<file path="config.mk">
export PLATFORM = sky130hd
export DESIGN_NAME = inst_mem_loader_flat
export DESIGN_NICKNAME = d
export VERILOG_FILES = /design/src/rtl/inst_mem_loader_if.sv /design/src/rtl/inst_mem_loader.sv /design/src/flat_wrapper.sv
export SDC_FILE = /design/constraint.sdc
export NUM_CORES = 1
export LEC_CHECK = 0
export CORE_UTILIZATION = 60
export DETAILED_ROUTE_END_ITERATION = 10
export GPL_TIMING_DRIVEN = 0
export PLACE_DENSITY = 0.83
export REMOVE_ABC_BUFFERS = 1
export SYNTH_ARGS = -nofsm -noshare
export SYNTH_HDL_FRONTEND = slang
export SYNTH_SLANG_ARGS = --single-unit
</file>
<file path="constraint.sdc">
create_clock -name clk -period 13.6 [get_ports clk]
set_clock_uncertainty 0.2 [all_clocks]
set_input_delay 2.72 -clock clk [delete_from_list [all_inputs] [get_ports clk]]
set_output_delay 2.72 -clock clk [all_outputs]
set_load 0.1 [all_outputs]
</file>
<file path="src/rtl/inst_mem_loader_if.sv">
// inst_mem_loader_if: word stream into the loader and byte-write bus out to instruction memory
interface inst_mem_loader_if;
    logic        word_valid;
    logic [31:0] word_in;
    logic        word_last;
    logic        word_ready;
    logic        mem_we;
    logic [63:0] mem_addr;
    logic [7:0]  mem_wdata;

    modport master (
        output word_valid, word_in, word_last,
        input  word_ready, mem_we, mem_addr, mem_wdata
    );

    modport slave (
        input  word_valid, word_in, word_last,
        output word_ready, mem_we, mem_addr, mem_wdata
    );
endinterface

</file>
<file path="src/rtl/inst_mem_loader.sv">
// inst_mem_loader: splits 32-bit instruction words into little-endian byte writes and holds the CPU until the image is loaded
module inst_mem_loader #(
    parameter int unsigned MEM_BYTES = 121,
    parameter logic [63:0] BASE_ADDR = 64'd0
) (
    input  logic              clk,
    input  logic              reset,
    input  logic              start,
    inst_mem_loader_if.slave  bus,
    output logic              busy,
    output logic              done,
    output logic              overflow_err,
    output logic [7:0]        words_loaded,
    output logic              cpu_hold
);
    typedef enum logic [2:0] {IDLE, WAIT_WORD, WRITE, DONE, ERR} state_t;

    state_t      state_q;
    logic [63:0] wr_addr_q;
    logic [31:0] word_q;
    logic        last_q;
    logic [1:0]  byte_idx_q;
    logic        mem_we_q;
    logic [63:0] mem_addr_q;
    logic [7:0]  mem_wdata_q;
    logic        busy_q;
    logic        done_q;
    logic        err_q;
    logic [7:0]  words_q;
    logic        hold_q;

    logic [63:0] wr_addr_d;
    logic [1:0]  byte_idx_d;
    logic        fits;

    assign wr_addr_d  = wr_addr_q + 64'd4;
    assign byte_idx_d = byte_idx_q + 2'd1;
    assign fits       = wr_addr_d <= 64'(MEM_BYTES);

    assign bus.word_ready = state_q == WAIT_WORD;
    assign bus.mem_we     = mem_we_q;
    assign bus.mem_addr   = mem_addr_q;
    assign bus.mem_wdata  = mem_wdata_q;
    assign busy           = busy_q;
    assign done           = done_q;
    assign overflow_err   = err_q;
    assign words_loaded   = words_q;
    assign cpu_hold       = hold_q;

    // Load FSM; the byte of the word currently on the bus is tracked by byte_idx_q
    always_ff @(posedge clk or negedge reset) begin
        if (!reset) begin
            state_q     <= IDLE;
            wr_addr_q   <= 64'd0;
            word_q      <= 32'd0;
            last_q      <= 1'b0;
            byte_idx_q  <= 2'd0;
            mem_we_q    <= 1'b0;
            mem_addr_q  <= 64'd0;
            mem_wdata_q <= 8'd0;
            busy_q      <= 1'b0;
            done_q      <= 1'b0;
            err_q       <= 1'b0;
            words_q     <= 8'd0;
            hold_q      <= 1'b1;
        end else begin
            case (state_q)
                IDLE, DONE, ERR: begin
                    if (start) begin
                        state_q   <= WAIT_WORD;
                        wr_addr_q <= BASE_ADDR;
                        words_q   <= 8'd0;
                        busy_q    <= 1'b1;
                        done_q    <= 1'b0;
                        err_q     <= 1'b0;
                        hold_q    <= 1'b1;
                    end
                end
                WAIT_WORD: begin
                    if (bus.word_valid) begin
                        if (!fits) begin
                            state_q <= ERR;
                            busy_q  <= 1'b0;
                            err_q   <= 1'b1;
                        end else begin
                            state_q     <= WRITE;
                            word_q      <= bus.word_in;
                            last_q      <= bus.word_last;
                            byte_idx_q  <= 2'd0;
                            mem_we_q    <= 1'b1;
                            mem_addr_q  <= wr_addr_q;
                            mem_wdata_q <= bus.word_in[7:0];
                        end
                    end
                end
                WRITE: begin
                    if (byte_idx_q != 2'd3) begin
                        byte_idx_q  <= byte_idx_d;
                        mem_addr_q  <= wr_addr_q + {62'd0, byte_idx_d};
                        mem_wdata_q <= word_q[8*byte_idx_d +: 8];
                    end else begin
                        mem_we_q  <= 1'b0;
                        wr_addr_q <= wr_addr_d;
                        words_q   <= words_q + {7'd0, words_q != 8'hff};
                        if (last_q) begin
                            state_q <= DONE;
                            busy_q  <= 1'b0;
                            done_q  <= 1'b1;
                            hold_q  <= 1'b0;
                        end else begin
                            state_q <= WAIT_WORD;
                        end
                    end
                end
                default: state_q <= IDLE;
            endcase
        end
    end
endmodule

</file>
<file path="src/flat_wrapper.sv">
// flat-port wrapper written by rule: the top's interface ports become plain ports
module inst_mem_loader_flat 
#(
    parameter int unsigned MEM_BYTES = 121,
    parameter logic [63:0] BASE_ADDR = 64'd0
)
  (clk, reset, start, busy, done, overflow_err, words_loaded, cpu_hold, bus_word_valid, bus_word_in, bus_word_last, bus_word_ready, bus_mem_we, bus_mem_addr, bus_mem_wdata);
  inst_mem_loader_if bus_i ();
  input  logic clk;
  input  logic reset;
  input  logic start;
  output logic busy;
  output logic done;
  output logic overflow_err;
  output logic [7:0] words_loaded;
  output logic cpu_hold;
  input wire logic [$bits(bus_i.word_valid)-1:0] bus_word_valid;
  input wire logic [$bits(bus_i.word_in)-1:0] bus_word_in;
  input wire logic [$bits(bus_i.word_last)-1:0] bus_word_last;
  output wire logic [$bits(bus_i.word_ready)-1:0] bus_word_ready;
  output wire logic [$bits(bus_i.mem_we)-1:0] bus_mem_we;
  output wire logic [$bits(bus_i.mem_addr)-1:0] bus_mem_addr;
  output wire logic [$bits(bus_i.mem_wdata)-1:0] bus_mem_wdata;
  assign bus_i.word_valid = bus_word_valid;
  assign bus_i.word_in = bus_word_in;
  assign bus_i.word_last = bus_word_last;
  assign bus_word_ready = bus_i.word_ready;
  assign bus_mem_we = bus_i.mem_we;
  assign bus_mem_addr = bus_i.mem_addr;
  assign bus_mem_wdata = bus_i.mem_wdata;
  inst_mem_loader #(.MEM_BYTES(MEM_BYTES), .BASE_ADDR(BASE_ADDR)) u_core (.clk(clk), .reset(reset), .start(start), .bus(bus_i), .busy(busy), .done(done), .overflow_err(overflow_err), .words_loaded(words_loaded), .cpu_hold(cpu_hold));
endmodule
</file>
* Yosys cells after proc, flatten, opt, wreduce, memory -nomap -nowiden *
Cells that the tools add are included.

cells by class
  $add $sub $neg = 4
  order comparisons = 1
  eq/ne operators = 13
  shift operators = 1
  muxes and demuxes = 42
  reduce and logical (&&, ||, !) cells = 14

operator list
  operator                                                                  number
  64-bit two-way mux                                                        5
  64-bit one-hot mux with 2 select lines                                    2
  64-bit by 2-bit adder with 64-bit output                                  1
  64-bit by 3-bit adder with 64-bit output (second input constant)          1
  64-bit by 7-bit <= comparator with 1-bit output (second input constant)   1
  8-bit two-way mux                                                         5
  8-bit one-hot mux with 2 select lines                                     2
  32-bit by 6-bit variable part select with 8-bit output                    1
  4-bit AND reduction                                                       4
  1-bit two-way mux                                                         13
  3-bit two-way mux                                                         4
  2-bit inequality test (second input constant)                             5
  3-bit one-hot mux with 3 select lines                                     1
  3-bit AND reduction                                                       3
  8-bit by 1-bit adder with 8-bit output                                    1
  2-bit two-way mux                                                         4
  8-bit inequality test (second input constant)                             1
  1-bit one-hot mux with 2 select lines                                     4
  3-bit by 2-bit == test with 1-bit output (second input constant)          2
  2-bit by 1-bit inequality test with 1-bit output (second input constant)  3
  6-bit AND reduction                                                       1
  2-bit nonzero test                                                        3
  2-bit one-hot mux with 2 select lines                                     1
  3-bit by 1-bit == test with 1-bit output (second input constant)          1
  6 further kinds                                                           6

storage, ports and cells
  bits in registers = 187
  input bits = 37
  output and inout bits = 86
  logic and storage cells = 88

* Longest topological paths before layout *
  depth in word-level cells = 5
  gate-level depth with buffers = 15
  depth with buffers taken out = 11

* Worst setup path after synthesis *
Ideal clock, no wire load.

  kind = flip-flop to output port
  start point = register u_core.state_q[2]
  end point = output bus_word_ready
  arrival time = 2000 ps
  data required time = 10680 ps
  setup slack = 8680 ps
  cell stages (with the launch flop) = 3
  path buffers = 0
  cell sequence = dfrtp_1 nor2b_1 nor2b_1

on the way
  longest elaborated chain between the ends = 1

ends and longest elaborated chain
  element                                   line                   RTL
  start, declared                           inst_mem_loader.sv:18  state_t state_q;
  start signal, assigned                    inst_mem_loader.sv:53  state_q <= IDLE;
  start signal, assigned                    inst_mem_loader.sv:70  state_q <= WAIT_WORD;
  start signal, assigned                    inst_mem_loader.sv:82  state_q <= ERR;
  3-bit by 1-bit == test with 1-bit output  inst_mem_loader.sv:40  assign bus.word_ready = state_q == WAIT_WORD;
  end, declared                             flat_wrapper.sv:20     output wire logic [$bits(bus_i.word_ready)-1:0] bus_word_ready;

Every way passes these cells.

* Final worst setup path *
  start point = register u_core.wr_addr_q[3]
  end point = register u_core.mem_addr_q[5], in the netlist u_core.bus.mem_addr[5]

on the way
  longest elaborated chain between the ends = 4
  elaborated cells between the ends (all ways) = 7
  classes of those cells = add/sub (2); order compare (1); eq/ne (1); mux (2); reduce/logical (1)

ends and longest elaborated chain
  element                                                            line                    RTL
  start, declared                                                    inst_mem_loader.sv:19   logic [63:0] wr_addr_q;
  start signal, assigned                                             inst_mem_loader.sv:103  wr_addr_q <= wr_addr_d;
  64-bit by 3-bit adder with 64-bit output                           inst_mem_loader.sv:36   assign wr_addr_d = wr_addr_q + 64'd4;
  64-bit by 7-bit <= comparator with 1-bit output                    inst_mem_loader.sv:38   assign fits = wr_addr_d <= 64'(MEM_BYTES);
  2-bit by 1-bit inequality test with 1-bit output (no source line)  -
  4-bit AND reduction (no source line)                               -
  end signal, assigned                                               inst_mem_loader.sv:91   mem_addr_q <= wr_addr_q;
  end signal, assigned                                               inst_mem_loader.sv:99   mem_addr_q <= wr_addr_q + {62'd0, byte_idx_d};
  end, declared                                                      inst_mem_loader.sv:24   logic [63:0] mem_addr_q;

Parallel ways exist; a longest one is shown, timed or not. The select of a mux whose other input is x is not followed.
A chain may end at the register's enable or synchronous reset.

==> impl_metrics.yaml <==
cts:
  cts_tree: "yes"
  cts_root_buf: "clkbuf_16"
  post_cts_resize_count: 0
  clk_pin_slew_ns: 0.07
  clock_path_buffers: 2
  worstSkewPairLatency_ns: 0.44
  cts_num_sinks: 185
  htreeDepth: 4
  postCtsSetupBuffers: 0
  cts_hold_buf: 0
  cts_made_buffers: 17
cells_and_area:
  areaGrowthSynthToFinish_pct: 17.3
  diodes: 0
  fin_nets: 1161
  final_util_pct: 73.1
  post_route_cells_drive_above_1_share_pct: 13.7
synth:
  synthTopCellsByArea: "dfrtp_1 44%, mux2_4 8.0%, nand2_1 5.1%"
  synthFlopType: "dfrtp_1"
  yosys.area_share.simple_pct: 19.1
  syn_area_sq_mm: 0.0105
  synth_top_cell_by_area: "dfrtp_1"
  synth_compound_area_share_pct: 11.1
  ys_ff_latch: 185
  synth_edf_count: 0
  yosysUniqueCellTypes: 63
  synthAdderAreaFrac_pct: 0.716
  synthCells: 1063
  ys_warn_count: 0
  synth_top_area_share_pct: 43.9
  async_reset_ff_share_pct: 100
  avgSynthCellArea_sq_um: 9.86
  synth_xor_area_share_pct: 5.18
  synthMuxAreaShare_pct: 15.3
  synth_top_family_by_area: "simple AND/OR/NAND/NOR gates"
  ys_seq_area_share_pct: 44.2
status:
  status: "finished clean"
worst_hold_path:
  min_to: "u_core.bus.mem_addr[9]$_DFFE_PN0P_"
  whs_path_depth: 1
  hold_start: "u_core.bus.mem_addr[9]$_DFFE_PN0P_"
  hp-class: "register to register"
worst_setup_path:
  required_ns: 13.71
  end_kind: "register"
  crit_type: "register to register"
  path_max_fanout: 35
  crit_arrival_ns: 6.85
  r2r_slack_ns: 6.86
  worstRegToRegCells: 13
  critPathLaunchType: "register"
  rr_startpoint: "u_core.wr_addr_q[3]$_DFFE_PN0P_"
  worst_path_max_delay_cell: "nand4_2"
  path_cells: "ha_1 > nand3_1 > nor4_2 > buf_4 > nand4_1 > nor3_1 > xor2_1 > or4_1 > nor4_1 > nand4_2 > o31a_2 > buf_12 > mux2_1"
  max_stage_delay_ns: 0.98
  r2r-end: "u_core.bus.mem_addr[5]$_DFFE_PN0P_"
power:
  vdd_drop_max_uv: 181
  p_per_area_mw_per_mm2: 165
  p_leak_nw: 5.23
  power_mw: 2.03
timing:
  finalHoldViolCount: 0
  max_slew_margin_pct: 9.92
  fmax_ghz: 0.148
  setup_violations: 0
  fin_crit_ns: 6.74
  min_period_over_period_pct: 49.5
  drv_slew: 0
  setup_tns_ns: 0
  rsz0062_at_grt: "false"
  tightestPinTransition_ns: 1.35
  hold_ws_ns: 0.291
global_route:
  antenna_found_initial: 0
  grtUsageMet3_pct: 5.29
  grt_pass1_vias: 8276
  grt.met1_usage_pct: 42.9
  grt_pass1_wl_um: 43400
  busiest_layer: "met2"
  grt_max_degree: 123
  gr-total-overflow: 0
  use_met2_pct: 48.5
  grt_usage_pct: 30.6
detailed_routing:
  drt_iter0_drc: 902
  final_antenna_net_count: 0
  vias: 8624
  first_pass_iters: 5
  drc_errors: 0
  drt_wl_total_um: 26600
  wl_per_cell_um: 19.7
  drt-vias-per-instance: 6.38
placement:
  port_buffers: 122
  dp_hpwl_um: 17700
  place_congestion: 0.917
floorplan:
  die_area_sq_mm: 0.0180
  start_util_pct: 62.3
  core_area_sq_mm: 0.0168
  die_w_um: 134
  io_pins: 123
  die-height_um: 134
  fp-row-count: 47
job:
  cap_violations: 0
## layout by cell type, fill, tap and decap left out, types with 4 or more instances in the layout
master / count
mux2_2: 38
xnor2_1: 33
xor2_1: 29
nand3_1: 35
nor2_1: 49
dfrtp_1: 184
mux4_2: 8
a21o_1: 7
nand4_1: 49
ha_1: 6
nor4_1: 15
a31oi_1: 10
nor3_1: 23
mux2_4: 56
clkbuf_16: 17
inv_6: 5
or2_2: 4
and4_1: 8
clkdlybuf4s50_1: 121
a21oi_1: 23
nor3b_1: 4
nand2_1: 142
or4_1: 7
nor2b_1: 5
inv_1: 9
o21ai_0: 98
and2_1: 11
mux2_1: 14
or3_1: 13
and3_1: 19
o31ai_1: 26
## state kept, by name, summed over array words and instances, names as in the netlist, 2 cells and up
signal                flops
u_core.bus.mem_addr      64
u_core.wr_addr_q         62
u_core.words_loaded       8
u_core.bus.mem_wdata      8
u_core.word_q            32
u_core.state_q            3
u_core.byte_idx_q         2
## Yosys cell counts (all sizes together) (19+ instances only)
library cell and instances:
a21oi 23, and3 19, buf 28, clkbuf 64, dfrtp 184, mux2 108
nand2 143, nand3 35, nand4 50, nor2 49, nor3 23, nor4 19
o21ai 100, o31ai 26, xnor2 33, xor2 29
## metrics by stage
| stage | cell area [sq um] | worst slack, ns | std cells |
|---|---|---|---|
| global route | 12300 | 6.55 | 1351 |
| CTS | 12300 | 6.93 | 1351 |
| floorplan | 10100 | 6.59 | 971 |
| finish | 12300 | 6.86 | 1351 |
| global placement | 11600 | 1.89 | 1313 |
| detailed placement | 11700 | 6.97 | 1319 |
## critical path: cells and delay by family (launching register included)
family,cells,cell delay [ns]
xor gates and xnor gates,1,0.14
AOI/OAI and AO/OA,1,0.67
adders and majority gates,1,0.29
and+or+nand+nor,7,3.93
buffers and inverters,2,0.57
DFF,1,0.42
muxes,1,0.34
## power by group
group          leakage, nW  switching [mW]  total (mW)  internal [mW]
registers             2.47          0.0675       0.706          0.639
logic                 2.47           0.519       0.832          0.313
clock network        0.282           0.230       0.493          0.263
## layer usage
metal	vias up	part of all wire, %
li1	3927	-
met1	4281	43
met2	369	49
met3	47	6.8
met4	0	1.9
met5	-	0
## worst max path at each step
| stage | start | endpoint | slack [ns] | cells past startpoint |
|---|---|---|---|---|
| after global routing | u_core.wr_addr_q[2]$_DFFE_PN0P_ | u_core.bus.mem_addr[5]$_DFFE_PN0P_ | 6.55 | 13 |
| after floorplan | u_core.wr_addr_q[3]$_DFFE_PN0P_ | u_core.bus.mem_addr[12]$_DFFE_PN0P_ | 6.59 | 11 |
| final | u_core.wr_addr_q[3]$_DFFE_PN0P_ | u_core.bus.mem_addr[5]$_DFFE_PN0P_ | 6.86 | 13 |
| after global placement | reset | u_core.bus.mem_addr[3]$_DFFE_PN0P_ | 1.89 | 1 |
| after CTS | u_core.wr_addr_q[2]$_DFFE_PN0P_ | u_core.bus.mem_addr[5]$_DFFE_PN0P_ | 6.93 | 13 |
| after detailed placement | u_core.wr_addr_q[2]$_DFFE_PN0P_ | u_core.bus.mem_addr[5]$_DFFE_PN0P_ | 6.97 | 13 |
## cell families (layout without fill, tap and decap cells)
logic type | count (synthesis) | count (layout)
and+or+nand+nor | 397 | 397
AOI/OAI and AO/OA | 195 | 195
DFF | 185 | 185
muxes | 116 | 116
buffers and inverters | 101 | 169
xor gates and xnor gates | 62 | 62
adders and majority gates | 6 | 6
other | 1 | 1
## area by class of cell
class	count	area (sq um)
clock buffers	18	439
clock inverters	14	139
fillers	1248	4530
inverters	9	33.8
multi-input cells	777	5420
flip-flops and latches	185	4630
well taps	220	275
repair buffers	128	1350
(Power assumes the default switching activity.)
